==> src/rtl/cdm_div_pkg.sv <==
// Shared constants and FSM state type for the cdm_div32_16 restoring divider.
package cdm_div_pkg;

    localparam int DIVIDEND_W = 32;
    localparam int DIVISOR_W  = 16;
    localparam int LANE_W     = 8;
    localparam int PR_W       = 17;
    localparam int CNT_W      = 5;

    localparam logic [DIVIDEND_W-1:0] DIV0_QUOTIENT = 32'hFFFF_FFFF;

    typedef enum logic [1:0] {
        IDLE = 2'd0,
        RUN  = 2'd1,
        DONE = 2'd2
    } div_state_t;

endpackage

==> src/rtl/cdm_lane_sub.sv <==
// Two-lane trial subtractor for the divider partial remainder.
// With CDM_DIV_CARRY_DISREGARD_EN defined the borrow out of the low lane is
// dropped (carry-disregard approximation); otherwise the borrow is chained
// and the result is an exact W-bit difference.
module cdm_lane_sub #(
    parameter int W      = 17,
    parameter int LANE_W = 8
) (
    input  logic [W-1:0] a,
    input  logic [W-1:0] b,
    output logic [W-1:0] diff
);

    localparam int HW = W - LANE_W;

    logic [LANE_W-1:0] lo;
    logic [HW-1:0]     hi;

`ifdef CDM_DIV_CARRY_DISREGARD_EN
    assign lo = a[LANE_W-1:0] - b[LANE_W-1:0];
    assign hi = a[W-1:LANE_W] - b[W-1:LANE_W];
`else
    logic borrow;
    assign {borrow, lo} = {1'b0, a[LANE_W-1:0]} - {1'b0, b[LANE_W-1:0]};
    assign hi = a[W-1:LANE_W] - b[W-1:LANE_W] - {{(HW-1){1'b0}}, borrow};
`endif

    assign diff = {hi, lo};

endmodule

==> src/rtl/cdm_div32_16.sv <==
// Sequential radix-2 restoring divider, 32-bit dividend / 16-bit divisor.
// One quotient bit per cycle, 33 cycles accept-to-valid; zero divisor
// short-circuits to DONE in one cycle with div_by_zero set.
// Handshake: a transfer happens on a rising edge where valid && ready; the
// producer holds its data while valid is high and ready is low.
// Optional macro CDM_DIV_CARRY_DISREGARD_EN selects the lane-split subtractor.
module cdm_div32_16
    import cdm_div_pkg::*;
(
    input  logic                  clk,
    input  logic                  rst_n,
    input  logic                  in_valid,
    output logic                  in_ready,
    input  logic [DIVIDEND_W-1:0] dividend,
    input  logic [DIVISOR_W-1:0]  divisor,
    output logic                  out_valid,
    input  logic                  out_ready,
    output logic [DIVIDEND_W-1:0] quotient,
    output logic [DIVISOR_W-1:0]  remainder,
    output logic                  div_by_zero
);

    localparam logic [CNT_W-1:0] CNT_LAST = CNT_W'(DIVIDEND_W - 1);

    div_state_t            state, state_next;
    logic [PR_W-1:0]       pr;
    logic [DIVIDEND_W-1:0] q;
    logic [DIVISOR_W-1:0]  divisor_r;
    logic [CNT_W-1:0]      cnt;

    logic [PR_W-1:0]       pr_shift;
    logic [PR_W-1:0]       pr_diff;
    logic [PR_W-1:0]       pr_next;
    logic [DIVIDEND_W-1:0] q_next;
    logic                  ge;
    logic                  pr_msb_unused;

    // Bit 16 of the partial remainder shifts out every iteration.
    assign pr_msb_unused = pr[PR_W-1];

    // One iteration step: shift in next dividend bit, exact compare, subtract.
    assign pr_shift = {pr[PR_W-2:0], q[DIVIDEND_W-1]};
    assign ge       = (pr_shift >= {1'b0, divisor_r});
    assign pr_next  = ge ? pr_diff : pr_shift;
    assign q_next   = {q[DIVIDEND_W-2:0], ge};

    cdm_lane_sub #(
        .W      (PR_W),
        .LANE_W (LANE_W)
    ) u_lane_sub (
        .a    (pr_shift),
        .b    ({1'b0, divisor_r}),
        .diff (pr_diff)
    );

    // State register.
    always_ff @(posedge clk or negedge rst_n) begin
        if (!rst_n) state <= IDLE;
        else        state <= state_next;
    end

    // Next-state logic.
    always_comb begin
        state_next = state;
        case (state)
            IDLE: if (in_valid) state_next = (divisor == '0) ? DONE : RUN;
            RUN:  if (cnt == '0) state_next = DONE;
            DONE: if (out_ready) state_next = IDLE;
            default: state_next = IDLE;
        endcase
    end

    // FSM outputs decoded from the registered state.
    always_comb begin
        in_ready  = (state == IDLE);
        out_valid = (state == DONE);
    end

    // Datapath: operand capture, iteration, and registered result.
    always_ff @(posedge clk or negedge rst_n) begin
        if (!rst_n) begin
            pr          <= '0;
            q           <= '0;
            divisor_r   <= '0;
            cnt         <= '0;
            quotient    <= '0;
            remainder   <= '0;
            div_by_zero <= 1'b0;
        end else begin
            case (state)
                IDLE: begin
                    if (in_valid) begin
                        divisor_r <= divisor;
                        if (divisor == '0) begin
                            quotient    <= DIV0_QUOTIENT;
                            remainder   <= dividend[DIVISOR_W-1:0];
                            div_by_zero <= 1'b1;
                        end else begin
                            pr          <= '0;
                            q           <= dividend;
                            cnt         <= CNT_LAST;
                            div_by_zero <= 1'b0;
                        end
                    end
                end
                RUN: begin
                    pr  <= pr_next;
                    q   <= q_next;
                    cnt <= cnt - CNT_W'(1);
                    if (cnt == '0) begin
                        quotient  <= q_next;
                        remainder <= pr_next[DIVISOR_W-1:0];
                    end
                end
                default: ;
            endcase
        end
    end

endmodule

==> config.mk <==
export PLATFORM = sky130hd
export DESIGN_NAME = cdm_div32_16
export DESIGN_NICKNAME = d
export VERILOG_FILES = /design/src/rtl/cdm_div_pkg.sv /design/src/rtl/cdm_lane_sub.sv /design/src/rtl/cdm_div32_16.sv
export SDC_FILE = /design/constraint.sdc
export NUM_CORES = 1
export LEC_CHECK = 0
export BUFFER_PORTS_ARGS = -buffer_cell sky130_fd_sc_hd__clkbuf_2
export CORE_MARGIN = 2
export CORE_UTILIZATION = 45
export DETAILED_ROUTE_END_ITERATION = 10
export PLACE_DENSITY = 0.67
export SLEW_MARGIN = 20
export SYNTH_ARGS = -nofsm -noshare
export SYNTH_HDL_FRONTEND = slang
export SYNTH_HIERARCHICAL = 1
export SYNTH_SLANG_ARGS = --single-unit
==> constraint.sdc <==
create_clock -name clk -period 3.59 [get_ports clk]
set_input_delay 0.359 -clock clk [delete_from_list [all_inputs] [get_ports clk]]
set_output_delay 0.359 -clock clk [all_outputs]
set_load 0.1 [all_outputs]
==> impl_metrics.env <==
export IMPL_max_slew_margin=0.429
export IMPL_slowest_delay_ns=0.47
export IMPL_hold_slack_ns=-0.0162
export IMPL_crit_arrival_ns=4.13
export IMPL_cp_common_cell="fa_2"
export IMPL_cts_buffers=17
export IMPL_status="complete, but fails checks"
export IMPL_fmax_ghz=0.262
export IMPL_fp_dieArea_um2=15500
export IMPL_violations="negative hold slack, negative setup slack"
export IMPL_cts_tree="built"
export IMPL_area_growth_pct=22.7
export IMPL_dpl_worst_slack_ns=-0.226
export IMPL_syn_avg_cell_area_um2=9.24
export IMPL_h_tree_depth=4
export IMPL_syn_num_nets=800
export IMPL_tightestPinTransition_ns=0.854
export IMPL_worstSetupPathType="reg -> reg"
export IMPL_core_area_um2=14000
export IMPL_fin_ws_ns=-0.232
export IMPL_via_per_inst=5.50
export IMPL_yosys_warnings=6
export IMPL_synthCells=705
export IMPL_clock_sinks=120
export IMPL_ant_nets=0
export IMPL_track_usage=0.222
export IMPL_r2r_setup_slack_ns=-0.23
export IMPL_grt_pass1_wl_um=27700
export IMPL_cp_max_fo=2
export IMPL_end_kind="flop"
export IMPL_num_antenna_cells=0
export IMPL_crit_slowest_cell="fa_1"
export IMPL_setup_tns_final_ns=-1.27
export IMPL_die_w_um=124
export IMPL_routabilityCongestion=0.885
export IMPL_post_dp_hpwl_um=11700
export IMPL_setup_viol_count_final=9
export IMPL_vias=5519
export IMPL_clock_path_buffers=2
export IMPL_fp_row_count=43
export IMPL_insertion_delay_ns=0.42
export IMPL_die_h_um=124
export IMPL_max_cap_violations=0
export IMPL_grt_pass1_vias=5714
export IMPL_fin_crit_sh=1.06
export IMPL_antenna_found_initial=0
export IMPL_drtIter0Drc=362
export IMPL_finalClockSkew_ns=0.00664
export IMPL_required_ns=3.89
export IMPL_wl_per_cell_um=16.5
export IMPL_grt_max_degree=84
export IMPL_nFillCells=1243
export IMPL_cp_cell_sequence="inv_1, ha_2, fa_2, and2b_1, nor3_2, o31a_1, o21ai_2, fa_1, inv_2, ha_4, nor2_2, fa_2, a21boi_2, o211ai_1, nand2_1, xor2_1, and3_4, o32a_1"
export IMPL_slew_violations=0
export IMPL_hold_viol_final=14
export IMPL_fin_nets=906
export IMPL_drive_above_1_share=0.230
export IMPL_ioPinCount=103
export IMPL_reg2reg_depth=18
export IMPL_overflow=0
export IMPL_hold_class="in -> async"
export IMPL_start_util=0.466
export IMPL_syn_area_um2=6520
export IMPL_drcViolationCount=0
export IMPL_rsz0062_at_grt="true"
export IMPL_detail_route_first_pass_iterations=5
export IMPL_startpoint_type="flop"
export IMPL_io_buffers=102
export IMPL_root_buffer="clkbuf_16"
export IMPL_routed_wirelength_um=16500
export IMPL_post_route_min_period_ns=3.82
export IMPL_clkTransAtPathRegs_ns=0.06
-- path summary, 6_finish.rpt --
kind	startpoint	end
setup / recovery	q[31]$_DFFE_PN0P_	remainder[14]$_DFFE_PN0P_
hold / removal	rst_n	divisor_r[13]$_DFFE_PN0P_
setup reg to reg	q[31]$_DFFE_PN0P_	remainder[14]$_DFFE_PN0P_
hold reg to reg	div_by_zero$_DFFE_PN0P_	div_by_zero$_DFFE_PN0P_
max in group asynchronous	rst_n	remainder[6]$_DFFE_PN0P_
min in group clk	divisor[6]	divisor_r[6]$_DFFE_PN0P_
-- final cells by class --
cell class                      instances  area [um^2]  area share
Tap cell                              180          225      0.0282
Clock buffer                           20          457      0.0571
Sequential cell                       120         3000       0.376
Timing Repair Buffer                  125          706      0.0882
Multi-Input combinational cell        491         3200       0.400
Inverter                               56          210      0.0263
Clock inverter                         11          195      0.0244
-- critical path: cells and delay by family, from the launching register on --
family / cells / cell delay (ns)
AOI/OAI and AO/OA: 5 / 1.03
xor gates and xnor gates: 1 / 0.06
adders and majority gates: 5 / 1.51
buffers and inverters: 2 / 0.18
DFF: 1 / 0.35
and+or+nand+nor: 5 / 0.58
-- routing by layer --
layer,global-route usage,part of all wire,up-vias
li1,-,-,2644
met1,0.263,0.42,2694
met2,0.387,0.52,152
met3,0.0528,0.043,29
met4,0.0905,0.021,0
met5,0,0,-
-- through the flow --
step | cell area [um^2] | instances | util
global route | 8000 | 1003 | 0.572
CTS | 7930 | 999 | 0.567
floorplan | 6530 | 705 | -
detailed placement | 7250 | 966 | 0.518
finish | 8000 | 1003 | 0.572
global placement | 7250 | 966 | 0.518
-- what timing repair did --
item                       in CTS  in global routing
hold buffers                    0                  0
gates resized for setup         3                 10
pin swaps                       6                 10
setup endpoints to repair      11                 12
setup buffers                   2                  5
-- state kept, by name, indices dropped and copies added (netlist names) --
signal	cells
state	2
pr	16
cnt	5
q	32
quotient	32
div_by_zero	1
remainder	16
divisor_r	16
-- placed cells by master, fill, tap and decap left out, types with 3 or more instances in the layout --
master,count
o21ai_2,3
xor2_1,3
a21oi_1,59
xnor2_1,9
ha_1,37
nor3_1,6
nand2b_1,4
mux2i_1,16
o32a_1,15
and3_4,8
a211oi_1,4
dfrtp_1,120
buf_4,21
a211o_1,15
clkinvlp_4,3
bufinv_16,5
nand3_1,5
clkbuf_16,17
nor4_1,6
inv_1,54
and3_1,22
clkbuf_2,101
o21ai_0,36
nor2_1,78
nand4_1,4
a21o_1,17
nand2_1,97
nor2_2,3
nor2b_1,4
Power is not shown: default switching activity piles up to over one toggle a cycle in this logic, so the estimate is an artifact.
